<file path="src/rtl/fetch_pkg.sv">
// Shared types and constants for the instruction-fetch stage.
// No timing of its own; imported by fetch_stage and Buffer_1.
package fetch_pkg;

   typedef enum logic [1:0] {
      REQ  = 2'd0,
      WAIT = 2'd1,
      HOLD = 2'd2
   } state_t;

   localparam logic [31:0] RESET_PC_DEF = 32'h0000_0000;
   localparam logic [31:0] NOP_WORD_DEF = 32'h0000_0000;
   localparam logic [31:0] PC_INC       = 32'd4;

endpackage

</file>
<file path="src/rtl/fetch_stage_buffer_1.sv">
// IF/ID pipeline register: flush beats hold beats load; an idle cycle leaves a bubble.
// One edge from load to output; hold freezes the contents while decode is stalled.
module Buffer_1
   import fetch_pkg::*;
#(
   parameter logic [31:0] NOP_WORD = NOP_WORD_DEF
) (
   input  logic        clk,
   input  logic        rst_n,
   input  logic        load,
   input  logic        hold,
   input  logic        flush,
   input  logic [31:0] next_instr,
   input  logic [31:0] next_adder,
   output logic [31:0] Instruccion,
   output logic [31:0] Adder_out,
   output logic        valid_out
);

   always_ff @(posedge clk or negedge rst_n) begin
      if (!rst_n) begin
         Instruccion <= NOP_WORD;
         Adder_out   <= 32'd0;
         valid_out   <= 1'b0;
      end else if (flush) begin
         Instruccion <= NOP_WORD;
         Adder_out   <= 32'd0;
         valid_out   <= 1'b0;
      end else if (hold) begin
         Instruccion <= Instruccion;
         Adder_out   <= Adder_out;
         valid_out   <= valid_out;
      end else if (load) begin
         Instruccion <= next_instr;
         Adder_out   <= next_adder;
         valid_out   <= 1'b1;
      end else begin
         Instruccion <= NOP_WORD;
         Adder_out   <= 32'd0;
         valid_out   <= 1'b0;
      end
   end

endmodule

</file>
<file path="src/rtl/fetch_stage.sv">
// Instruction fetch: PC, single-outstanding imem read FSM, feeds IF/ID. Latency L+1 edges
// per word; stall parks returned data in HOLD, redirects kill any in-flight read.
module fetch_stage
   import fetch_pkg::*;
#(
   parameter logic [31:0] RESET_PC = RESET_PC_DEF,
   parameter logic [31:0] NOP_WORD = NOP_WORD_DEF
) (
   input  logic        clk,
   input  logic        rst_n,
   input  logic        stall,
   input  logic        flush,
   input  logic        branch_taken,
   input  logic [31:0] branch_target,
   input  logic        jump,
   input  logic [31:0] jump_address,
   output logic        imem_req,
   output logic [31:0] imem_addr,
   input  logic        imem_valid,
   input  logic [31:0] imem_rdata,
   output logic [31:0] Instruccion,
   output logic [31:0] Adder_out,
   output logic        valid_out
);

   state_t      state;
   logic [31:0] pc;
   logic        kill;
   logic [31:0] hold_instr;

   logic        redirect;
   logic [31:0] target;
   logic [31:0] pc_inc;
   logic        capture;
   logic [31:0] cap_instr;

   // Branch is older than the jump in decode, so it wins a tie.
   assign redirect  = branch_taken | jump;
   assign target    = branch_taken ? branch_target : jump_address;
   assign pc_inc    = pc + PC_INC;

   assign imem_req  = (state == REQ) && !redirect;
   assign imem_addr = pc;

   assign capture   = !redirect && !stall &&
                      (((state == WAIT) && imem_valid && !kill) || (state == HOLD));
   assign cap_instr = (state == HOLD) ? hold_instr : imem_rdata;

   always_ff @(posedge clk or negedge rst_n) begin
      if (!rst_n) begin
         state      <= REQ;
         pc         <= RESET_PC;
         kill       <= 1'b0;
         hold_instr <= 32'd0;
      end else begin
         case (state)
            REQ: begin
               if (redirect) pc <= target;
               else          state <= WAIT;
            end
            WAIT: begin
               if (imem_valid) begin
                  if (kill) begin
                     kill  <= 1'b0;
                     state <= REQ;
                     if (redirect) pc <= target;
                  end else if (redirect) begin
                     pc    <= target;
                     state <= REQ;
                  end else if (!stall) begin
                     pc    <= pc_inc;
                     state <= REQ;
                  end else begin
                     hold_instr <= imem_rdata;
                     state      <= HOLD;
                  end
               end else if (redirect) begin
                  // Read still in flight: remember to drop its data when it lands.
                  kill <= 1'b1;
                  pc   <= target;
               end
            end
            HOLD: begin
               if (redirect) begin
                  pc    <= target;
                  state <= REQ;
               end else if (!stall) begin
                  pc    <= pc_inc;
                  state <= REQ;
               end
            end
            default: state <= REQ;
         endcase
      end
   end

   Buffer_1 #(
      .NOP_WORD(NOP_WORD)
   ) u_if_id (
      .clk        (clk),
      .rst_n      (rst_n),
      .load       (capture),
      .hold       (stall),
      .flush      (redirect | flush),
      .next_instr (cap_instr),
      .next_adder (pc_inc),
      .Instruccion(Instruccion),
      .Adder_out  (Adder_out),
      .valid_out  (valid_out)
   );

endmodule

</file>
<file path="config.mk">
export PLATFORM = sky130hd
export DESIGN_NAME = fetch_stage
export DESIGN_NICKNAME = d
export VERILOG_FILES = /design/src/rtl/fetch_pkg.sv /design/src/rtl/fetch_stage_buffer_1.sv /design/src/rtl/fetch_stage.sv
export SDC_FILE = /design/constraint.sdc
export NUM_CORES = 1
export LEC_CHECK = 0
export BUFFER_PORTS_ARGS = -buffer_cell sky130_fd_sc_hd__buf_2
export CORE_UTILIZATION = 26
export CTS_CLUSTER_DIAMETER = 40
export DETAILED_ROUTE_END_ITERATION = 8
export GPL_TIMING_DRIVEN = 0
export HOLD_SLACK_MARGIN = 0.06
export SLEW_MARGIN = 20
export SYNTH_ARGS = -nofsm -noshare
export SYNTH_HDL_FRONTEND = slang
export SYNTH_HIERARCHICAL = 1
export SYNTH_SLANG_ARGS = --single-unit
</file>
<file path="constraint.sdc">
create_clock -name clk -period 2.59 [get_ports clk]
set_clock_uncertainty 0.05 [all_clocks]
set_input_delay 0.3885 -clock clk [delete_from_list [all_inputs] [get_ports clk]]
set_output_delay 0.3885 -clock clk [all_outputs]
set_load 0.1 [all_outputs]
</file>
==> results.md, run 1 <==
- Status: completed
- Num CTS Buffers: 17
- Hold Vio Cnt, Final: 0
- Max-slew violations: 0
- Post-synth EDFFs: 0
- Psw: 4.64 mW
- Synthesized netlist net count: between 800 and 900
- Starting density of the core: 26.6%
- Comb pwr share: between 40% and 50%
- Internal Dissipation: 5.15 mW
- Top post-synthesis cells by count: dfrtp_1, mux2_2, a32o_1
- Std cell rows: a little over 60
- Placer Congestion: ~0.94
- Top fanout value on the critical path: 8
- Worst Reg-to-Reg Cells: 7
- Setup crit end kind: flop
- DRT antenna net count: 0
- CTS max path bufs: 2
- Synth area leaders: dfrtp_1, mux2_2, a32o_1, a21oi_1, nor2_1
- Fraction of layout cells with a size suffix above 1: 39.3%
- Post-Syn Area: between 7000 and 8000 um2
- Clock Sinks: roughly 130
- Number of fill cells: 2925
- DRC violations left: 0
- Final Core Density: 34.5%
- Final WL: between 20 and 30 mm
- RSZ-0062 raised after global routing: yes
- Clock power share: 26.0%
- H-tree depth: 4
- GRT busiest layer: met2
- I/O pin total: 201
- Slew at the pin with the worst max-slew slack: 0.954 ns
- Pin count of the biggest net entering global routing: 93
- Cell Pwr Density: ~1000 nW/um2
- Critical-path top delay cell: or4_1
- Post-detailed-route wirelength per cell: 21.0 um
- Clk slew on worst S/H paths: about 0.07 ns
- Post-Synthesis Cells: about 700
- Crit path cell chain: ha_1, clkbuf_1, or4_1, a211oi_4, nand2_1, o22ai_1, nor3b_2
- Highest Clock Rate: about 400 MHz
- Die width: approximately 170 um
- Tcrit/Tclk final: a little over nine tenths
- Gr ovfl total: 0
- Async S/R FF share, synth: between 90% and 100%
- Worst skew pair latency: between 0.4 and 0.5 ns
- Switch share: 47.4%
- Flop and latch count out of synthesis: between 100 and 150
- Share of power burned in registers: a little under a third
- Req. time, crit path: ~2.8 ns
- Crit path buf inv count: 1
- Met1 Resource Use GR: between 20% and 30%
- Total GRT Usage: a little under a fifth
- Max cap viols: 0
- CP delay by family, top: simple AND/OR/NAND/NOR gates
- Area fraction of the dominant cell type after synthesis: around 44%
- CTS tree: built
- Dominant cell type by area after synthesis: dfrtp_1
- Hold path cells: 2
- Critical Path Start Type: flop
- Hold WC Path Type: in2reg
- VDD IR max: around 0.6 mV
- Routed via count: 6969
- Vias per inst: ~5.3
- Die ar.: approximately 29000 um2
- Final Net Count: between 1000 and 1500
- Hold slack: roughly 0.15 ns
- CP max stage delay: about 0.65 ns
- Met3 Use GR: 4.74%
- Final setup vio count: 0
- Root Driver: clkbuf_16
- Number of global-route vias before repair: around 6700
- Count of different cell masters after synthesis: between 60 and 70
- Dpl hpwl: roughly 21 mm
- Initial antenna violation count: 1
- First-pass GRT wire length: 40.7 mm
- Syn. warnings: 6
- Die Height: approximately 170 um
- Static leakage: around 4.3 nW
- Slew margin rel.: between 30% and 40%
- Worst path depth: 7
- DRT iter0 DRCs: just under 700
- WP data arrival: between 2 and 3 ns
- Type of the worst setup path: reg2reg
- I/O Buffers: 200
- GR Util met2: between 30 and 40%
- CORE AREA: approximately 28000 um2
- Top FF cell, synth: dfrtp_1
- Sequential area share after synthesis: between 40% and 50%
- Synth Area per Inst: 10.5 um2
- First drt pass iteration count: 5
- Most frequent cell after synthesis: dfrtp_1
- Minimum clock period: roughly 2.5 ns
- Area grow syn2layout: 29.7%
## power groups by stage
stage | clock network, mW | registers, mW | logic (mW)
global placement | 0 | 3.04 | 4.12
global route | 2.69 | 3.11 | 4.44
finish | 2.55 | 3.03 | 4.21
CTS | 2.61 | 3.02 | 4.19
detailed placement | 0 | 3.06 | 4.16
floorplan | 0 | 4.49 | 1.66
## layer usage
metal	wire length, um	up-vias	part of all wire (%)
met3	2440	34	8.8
met4	507	0	1.8
li1	-	3170	-
met1	11900	3453	43
met2	13000	312	47
met5	0	-	0
## per-stage QoR
step / setup TNS, ns / total power [mW] / area, um2 / setup WS [ns] / std cells
floorplan: -0.0379 / 6.15 / 7450 / -0.0379 / 709
global placement: -163.52 / 7.16 / 8920 / -1.22 / 1287
detailed placement: -37.82 / 7.22 / 8970 / -0.530 / 1288
CTS: 0 / 9.83 / 9600 / 0.0137 / 1321
global route: -0.0312 / 10.2 / 9630 / -0.0312 / 1322
finish: 0 / 9.79 / 9630 / 0.0838 / 1322
## cell families after synthesis
logic type | count (synthesis) | share of synthesized area, %
AO/OA/AOI/OAI | 217 | 22.5
XOR/XNOR | 31 | 3.66
adder cells (fa/ha/maj) | 5 | 0.842
buffers and inverters | 80 | 5.71
flip-flops | 132 | 44.5
multiplexers | 72 | 10.8
AND/OR/NAND/NOR | 172 | 12.0
## repair_timing
item,CTS,global route
gates cloned,0,0
setup buffers,0,0
gates resized for setup,6,16
pin swaps,0,1
setup endpoints to repair,66,74
hold buffers,1,0
endpoints found under the hold margin,40,0
## cell usage in the layout, fill, tap and decap left out, drive strengths merged, types with 4 or more instances in the layout
cell type  instances
nand2b             8
nand2             35
nand4             13
nor4               8
xnor2             19
inv               25
o21a               5
clkbuf            47
o21ai             22
mux2              65
a21oi             39
a31oi              4
nor2              49
mux2i              7
a221oi             4
xor2              12
buf              235
a211oi             7
o211ai             5
dfrtp            132
o31ai              5
nor3              14
ha                 5
a32o              64
a311oi             5
o22a               9
or3                8
and4               5
o221ai             6
nand3             15
and3               4
o22ai             20
## registers in the layout (all words and copies together) (netlist names)
register and cells:
kill 1, imem_addr 32, u_if_id/valid_out 1, u_if_id/Adder_out 32
u_if_id/Instruccion 32, state 2, hold_instr 32
## final cells by class
type / count / area [um2] / area share [%]
diodes: 1 / 2.50 / 0.0260
plain buffers: 63 / 370 / 3.85
clock buffers: 18 / 439 / 4.56
clock inverters: 14 / 164 / 1.70
inverters: 17 / 63.8 / 0.663
multi-input cells: 497 / 3740 / 38.9
flip-flops and latches: 132 / 3330 / 34.5
well taps: 378 / 473 / 4.91
repair buffers: 202 / 1050 / 10.9
## worst paths after layout
| check | from | endpoint | slack, ns |
|---|---|---|---|
| min | imem_rdata[3] | hold_instr[3] | 0.15 |
| min reg2reg | u_if_id/Adder_out[15] | u_if_id/Adder_out[15] | 0.44 |
| max reg2reg | state[0] | imem_addr[24] | 0.08 |
| max in group asynchronous | rst_n | imem_addr[20] | 1.27 |
| max | state[0] | imem_addr[24] | 0.08 |
| min in group asynchronous | rst_n | hold_instr[8] | 0.39 |
No activity file was read; power rests on OpenSTA's default activity.
==> run 2, diff against run 1 <==
SYNTH_HIERARCHICAL = default   (was 1)
==> results.md, run 2 <==
- Status: completed
- Final WL: slightly above 30 mm
- Total GRT Usage: approximately a fifth
- Final setup vio count: 0
- Post-detailed-route wirelength per cell: 21.2 um
- Synth area leaders: dfrtp_1, o21ai_0, mux2i_1, mux2_2, nand2_1
- Top post-synthesis cells by count: dfrtp_1, nand2_1, o21ai_0
- Num CTS Buffers: 17
- Slew margin rel.: between 20% and 30%
- Area of the multi-input gates: approximately 3900 um2
- Worst Reg-to-Reg Cells: 6
- Number of fill cells: just over 3000
- Synth Area in Adders: less than 1%
- XOR/XNOR Fraction of Synth Area: under 10%
- Placed insts: about 1400
- Comb pwr share: a little under half
- Crit path cell chain: ha_1, nand4_1, nor3_1, nand2_1, a21o_1, a22o_1
- Critical Path Start Type: flop
- DRT antenna net count: 0
- Post-Synthesis Cells: just over 800
- Synth Area in Compound Gates: about a fifth
- H-tree depth: 4
- Initial antenna violation count: 7
- Area fraction of the dominant cell type after synthesis: a little over two fifths
- Synth Area per Inst: 9.24 um2
- Dominant cell type by area after synthesis: dfrtp_1
- Placer Congestion: 0.946
- Top FF cell, synth: dfrtp_1
- Routed via count: between 7000 and 8000
- Area grow syn2layout: 29.3%
- Dpl hpwl: around 23 mm
- VDD IR max: between 0.5 and 0.6 mV
- Worst reg-to-reg setup slack: around 0.048 ns
- Die width: 173 um
- Post-synthesis simple-gate area fraction: 17.7%
- First-pass GRT wire length: 45.2 mm
- RSZ-0062 raised after global routing: no
- Minimum clock period: around 2.5 ns
- Die Height: ~170 um
- Clock Sinks: 132
- Starting density of the core: between 20% and 30%
- Most frequent cell after synthesis: dfrtp_1
- CORE AREA: approximately 29000 um2
- Total power: between 10 and 15 mW
- Setup crit end kind: flop
- Tcrit/Tclk final: a little over nine tenths
- Pin count of the biggest net entering global routing: 80
- Max cap viols: 0
- Vias per inst: 5.23
- Commonest non-fill, non-tap cells in the layout: buf_2, dfrtp_1, nand2_1
- Top fanout value on the critical path: 7
- I/O Buffers: a little under 200
- Std cell rows: 62
- Sequential area share after synthesis: between 40% and 50%
- Critical-path top delay cell: nor3_1
- Fraction of layout cells with a size suffix above 1: 32.1%
- Mux cell area share after synthesis: between 10% and 20%
- Flop and latch count out of synthesis: 132
- Sum of negative setup slack: 0 ns
- Final Core Density: about a third
- Worst skew pair latency: roughly 0.43 ns
- Cell Pwr Density: around 1100 nW/um2
- Die ar.: 29900 um2
- Root Driver: clkbuf_16
- Clock power share: 23.7%
- Hold Vio Cnt, Final: 0
- Final std cells w/o fill: 1444
- WHS Endpoint: hold_instr[4]
- First drt pass iteration count: 7
- Highest Clock Rate: 393 MHz
- WP data arrival: ~2.8 ns
- Number of global-route vias before repair: 7400
- Static leakage: 4.36 nW
- Gr ovfl total: 0
- CP max stage delay: approximately 0.67 ns
- Final WS setup: ~0.048 ns
- DRC violations left: 0
- CTS max path bufs: 2
- Count of different cell masters after synthesis: 74
- Max-slew violations: 0
- End of the worst register-to-register path: imem_addr[10]
- Req. time, crit path: 2.87 ns
- Switch share: between 40% and 50%
- Synthesized netlist net count: 930
- Place WS: -0.425 ns
- Hold WC Path Type: in2reg
- Syn. warnings: 0
- Main combinational cell family by area after synthesis: compound AO/OA/AOI/OAI gates
- Hold path cells: 2
- Share of power burned in registers: 29.3%
- Type of the worst setup path: reg2reg
- DRT iter0 DRCs: about 740
- Post-synth EDFFs: 0
- Internal Dissipation: 5.29 mW
- Final Net Count: 1149
- Flip-flop and latch area: approximately 3300 um2
- Async S/R FF share, synth: 100%
- Psw: ~5.2 mW
- Slew at the pin with the worst max-slew slack: about 1.1 ns
- Reg-to-Reg Start: imem_addr[2]
- Post-Syn Area: 7590 um2
- CTS tree: built
- Most common cell after layout, fill and taps aside: buf_2
- I/O pin total: roughly 200
- Hold Startpoint: imem_rdata[4]
- Clk slew on worst S/H paths: approximately 0.070 ns
## run 2: cell types whose count changed after synthesis, moves of 8 or more
cell / before / now
a32o_1: 64 / 0
o22a_1: 9 / 1
nor2_1: 49 / 60
clkbuf_1: 29 / 44
nand2_1: 35 / 99
mux2_2: 65 / 33
mux2i_1: 7 / 41
o21ai_0: 21 / 92
o22ai_1: 20 / 4
## run 2: routing by layer
metal | vias to the layer above | wire length, um | global-route usage, % | part of all wire (%)
met5 | - | 13 | 0 | 0.043
met4 | 2 | 995 | 9.18 | 3.3
met1 | 3699 | 13000 | 26.1 | 43
met3 | 60 | 2570 | 5.65 | 8.4
met2 | 357 | 14000 | 31.4 | 46
li1 | 3440 | - | - | -
## run 2: what timing repair did
action	4_1_cts	5_1_grt
resized for setup	13	10
buffers inserted	1	0
pin swaps	1	0
hold endpoints to repair	53	0
setup endpoints to repair	62	19
hold buffers	1	0
## run 2: through the flow
| step | hold WS (ns) | area, um2 |
|---|---|---|
| 2_1_floorplan | 0.0429 | 7620 |
| 3_3_place_gp | 0.408 | 9090 |
| 6_report | 0.135 | 9820 |
| 4_1_cts | 0.122 | 9770 |
| 3_5_place_dp | 0.306 | 9140 |
| 5_1_grt | 0.140 | 9810 |
## run 2: power by group through the flow
stage / Combinational [mW] / Sequential (mW) / Clock, mW
after floorplan: 1.82 / 4.84 / 0
after global placement: 4.80 / 3.06 / 0
after detailed placement: 4.83 / 3.10 / 0
after CTS: 4.89 / 3.07 / 2.52
after global routing: 5.18 / 3.15 / 2.60
final: 4.96 / 3.09 / 2.49
## run 2: final cells by class
cell class	count	area share, %
antenna	6	0.153
buffer	69	3.81
clock buffer	18	4.37
clock inverter	14	1.72
inverter	17	0.650
multi-input combinational	602	39.8
sequential	132	33.9
tap	384	4.89
timing repair buffer	202	10.7
## run 2: worst max path at each step
stage / start / slack [ns] / to
after floorplan: imem_addr[12] / 0.04 / u_if_id.Adder_out[25]
after global placement: rst_n / -1.25 / imem_addr[3]
after detailed placement: state[0] / -0.42 / imem_addr[8]
after CTS: imem_addr[12] / 0.01 / u_if_id.Adder_out[24]
after global routing: state[0] / 0.02 / imem_addr[16]
final: imem_addr[2] / 0.05 / imem_addr[10]
## run 2: cells by family after synthesis
logic type / Yosys count
flip-flops: 132
adder cells (fa/ha/maj): 5
buffers and inverters: 88
multiplexers: 75
AO/OA/AOI/OAI: 222
AND/OR/NAND/NOR: 272
XOR/XNOR: 28
## run 2: critical path: cells and delay by family (launching register included)
family	cells	cell delay (ns)
flip-flops	1	0.44
adder cells (fa/ha/maj)	1	0.26
AND/OR/NAND/NOR	3	1.26
AO/OA/AOI/OAI	2	0.43
==> run 3, diff against run 2 <==
ABC_AREA = 1   (was default)
REMOVE_ABC_BUFFERS = 1   (was default)
==> results.md, run 3 <==
- Final WL: between 20 and 30 mm
- Routed via count: about 7500
- Psw: between 5 and 6 mW
- DRT iter0 DRCs: 599
- Post-detailed-route wirelength per cell: 17.4 um
- Hold WC Path Type: in2reg
- Max-slew violations: 0
- Flip-flop and latch area: between 3000 and 4000 um2
- Area after DPL: 9060 um2
- Post-synth EDFFs: 0
- WL met2: 12.7 mm
- DRT antenna net count: 0
- CTS max path bufs: 2
- Number of fill cells: 3067
- Share of power burned in registers: between 20 and 30%
- Async S/R FF share, synth: 100%
- Dominant cell type by area after synthesis: dfrtp_1
- Die ar.: about 30000 um2
- Hold Vio Cnt, Final: 0
- Sequential area share after synthesis: between 40% and 50%
- Crit path cell chain: inv_1, ha_1, inv_1, nor2_4, clkinvlp_4, o21ai_0, nand2_1, nand3_1, o21ai_0
- Commonest non-fill, non-tap cells in the layout: nand2_1, buf_2, nor2_1
- RSZ-0062 raised after global routing: no
- Top FF cell, synth: dfrtp_1
- Clock power share: between 20 and 25%
- Highest Clock Rate: just over 400 MHz
- First drt pass iteration count: 6
- Worst skew pair latency: 0.43 ns
- Area of the multi-input gates: ~4000 um2
- Syn. warnings: 0
- Critical-path top delay cell: nor2_4
- Cell Pwr Density: around 1100 nW/um2
- Starting density of the core: a little over a quarter
- WP data arrival: 2.69 ns
- Origin of the worst setup path: state[0]
- Tcrit/Tclk final: 95.5%
- Type of the worst setup path: reg2reg
- Slew at the pin with the worst max-slew slack: 0.733 ns
- Area grow syn2layout: 27.5%
- Die Height: around 170 um
- Final setup vio count: 0
- Hold slack: 0.130 ns
- Std cell rows: 62
- Synth area leaders: dfrtp_1, nand2_1, nor2_1, o41ai_2, mux2_2
- Dpl hpwl: about 18 mm
- Area fraction of the dominant cell type after synthesis: between 40% and 50%
- Slew margin rel.: 51.1%
- CORE AREA: around 29000 um2
- Vias per inst: roughly 4.8
- VDD IR max: just under 1 mV
- Num CTS Buffers: 17
- Req. time, crit path: around 2.8 ns
- Comb pwr share: 48.4%
- Hold Startpoint: imem_valid
- Most frequent cell after synthesis: nand2_1
- Post-Synthesis Cells: about 1000
- Post-Syn Area: between 7000 and 8000 um2
- CP max stage delay: about 0.43 ns
- Fraction of layout cells with a size suffix above 1: about 28%
- Synth Area per Inst: roughly 7.8 um2
- Pin count of the biggest net entering global routing: 87
- Fin area: roughly 10000 um2
- Most common cell after layout, fill and taps aside: nand2_1
- First-pass GRT wire length: 41.8 mm
- Metal3 WL: 2.04 mm
- Final Net Count: between 1000 and 1500
- Status: completed
- Flop and latch count out of synthesis: approximately 130
- Number of global-route vias before repair: 7192
- Die width: approximately 170 um
- Reg-to-Reg Start: state[0]
- Clk slew on worst S/H paths: about 0.060 ns
- Root Driver: clkbuf_16
- Internal Dissipation: ~5.1 mW
- Static leakage: 5.05 nW
- Gr ovfl total: 0
- Top fanout value on the critical path: 12
- Initial antenna violation count: 1
- Setup crit end kind: flop
- I/O pin total: around 200
- Metal-1 WL: around 12 mm
- Total GRT Usage: between 10% and 20%
- CTS tree: built
- I/O Buffers: 200
- Minimum clock period: between 2 and 2.5 ns
- Count of different cell masters after synthesis: 42
- Switch share: between 50% and 60%
- DRC violations left: 0
- Max cap viols: 0
- Placer Congestion: around 0.86
- Clock Sinks: approximately 130
- Top post-synthesis cells by count: nand2_1, nor2_1, dfrtp_1
- H-tree depth: 4
- Critical Path Start Type: flop
- Top layer in use: met4
[run 3: changes by cell type after synthesis, sizes merged, moves of 28 or more]
cell   previous run  this run
nor2             60       145
o41ai             3        32
nand2            99       313
nand3            20        48
mux2i            41         0
inv              16        60
[run 3: worst paths after layout]
check                                     endpoint  slack (ns)  depth (start not counted)
max                                   imem_addr[7]        0.12                          9
min                                           kill        0.13                          2
max reg2reg                           imem_addr[7]        0.12                          9
min reg2reg                u_if_id.Instruccion[12]        0.43                          2
max in group asynchronous     u_if_id.Adder_out[4]        1.32                          3
min in group asynchronous   u_if_id.Instruccion[9]        0.40                          2
[run 3: power groups by stage]
stage	combinational [mW]	sequential, mW	clock [mW]
final	5.21	3.06	2.49
after global routing	5.64	3.14	2.63
after CTS	5.09	3.04	2.54
after detailed placement	5.04	3.08	0
after global placement	4.93	3.06	0
after floorplan	2.01	4.75	0
[run 3: logic make-up after synthesis]
kind of cell               share of synthesized area, %
buffers and inverters                              6.63
DFF                                                42.9
and+or+nand+nor                                    26.5
AOI/OAI and AO/OA                                  17.1
muxes                                              4.54
xor gates and xnor gates                           1.48
adders and majority gates                         0.813
[run 3: critical path: cells and delay by family, from the launching register on]
family          cells  cell delay (ns)
buf+inv             3             0.61
simple gates        3             0.57
flops               1             0.41
fa+ha+maj           1             0.41
compound gates      2             0.26
[run 3: layer usage]
| layer | vias up | track usage, % |
|---|---|---|
| li1 | 3618 | - |
| met1 | 3575 | 23.7 |
| met2 | 299 | 28.9 |
| met3 | 16 | 4.81 |
| met4 | 0 | 4.35 |
| met5 | - | 0 |
[run 3: what timing repair did]
item | CTS | global route
hold buffers | 1 | 0
gates cloned | 0 | 2
buffers inserted | 4 | 0
resized for setup | 10 | 10
pin swaps | 2 | 1
endpoints found under the setup margin | 128 | 28
hold endpoints to repair | 46 | 0
[run 3: cell type report]
class | instances | area share [%]
Multi-Input combinational cell | 741 | 40.3
Antenna cell | 1 | 0.0255
Timing Repair inverter | 1 | 0.0765
Clock inverter | 14 | 1.61
Inverter | 60 | 2.51
Clock buffer | 18 | 4.48
Sequential cell | 132 | 33.7
Timing Repair Buffer | 211 | 12.4
Tap cell | 384 | 4.90
[run 3: stage by stage]
step	util, %	TNS (ns)	power, mW	cells	worst slack (ns)
after detailed placement	31.3	-95.71	8.12	1522	-1.49
after CTS	33.7	0	10.7	1559	0.00426
after floorplan	-	-33.06	6.76	932	-0.575
after global routing	33.9	0	11.4	1562	0.0195
after global placement	30.7	-384.00	7.99	1516	-3.30
final	33.9	0	10.8	1562	0.117
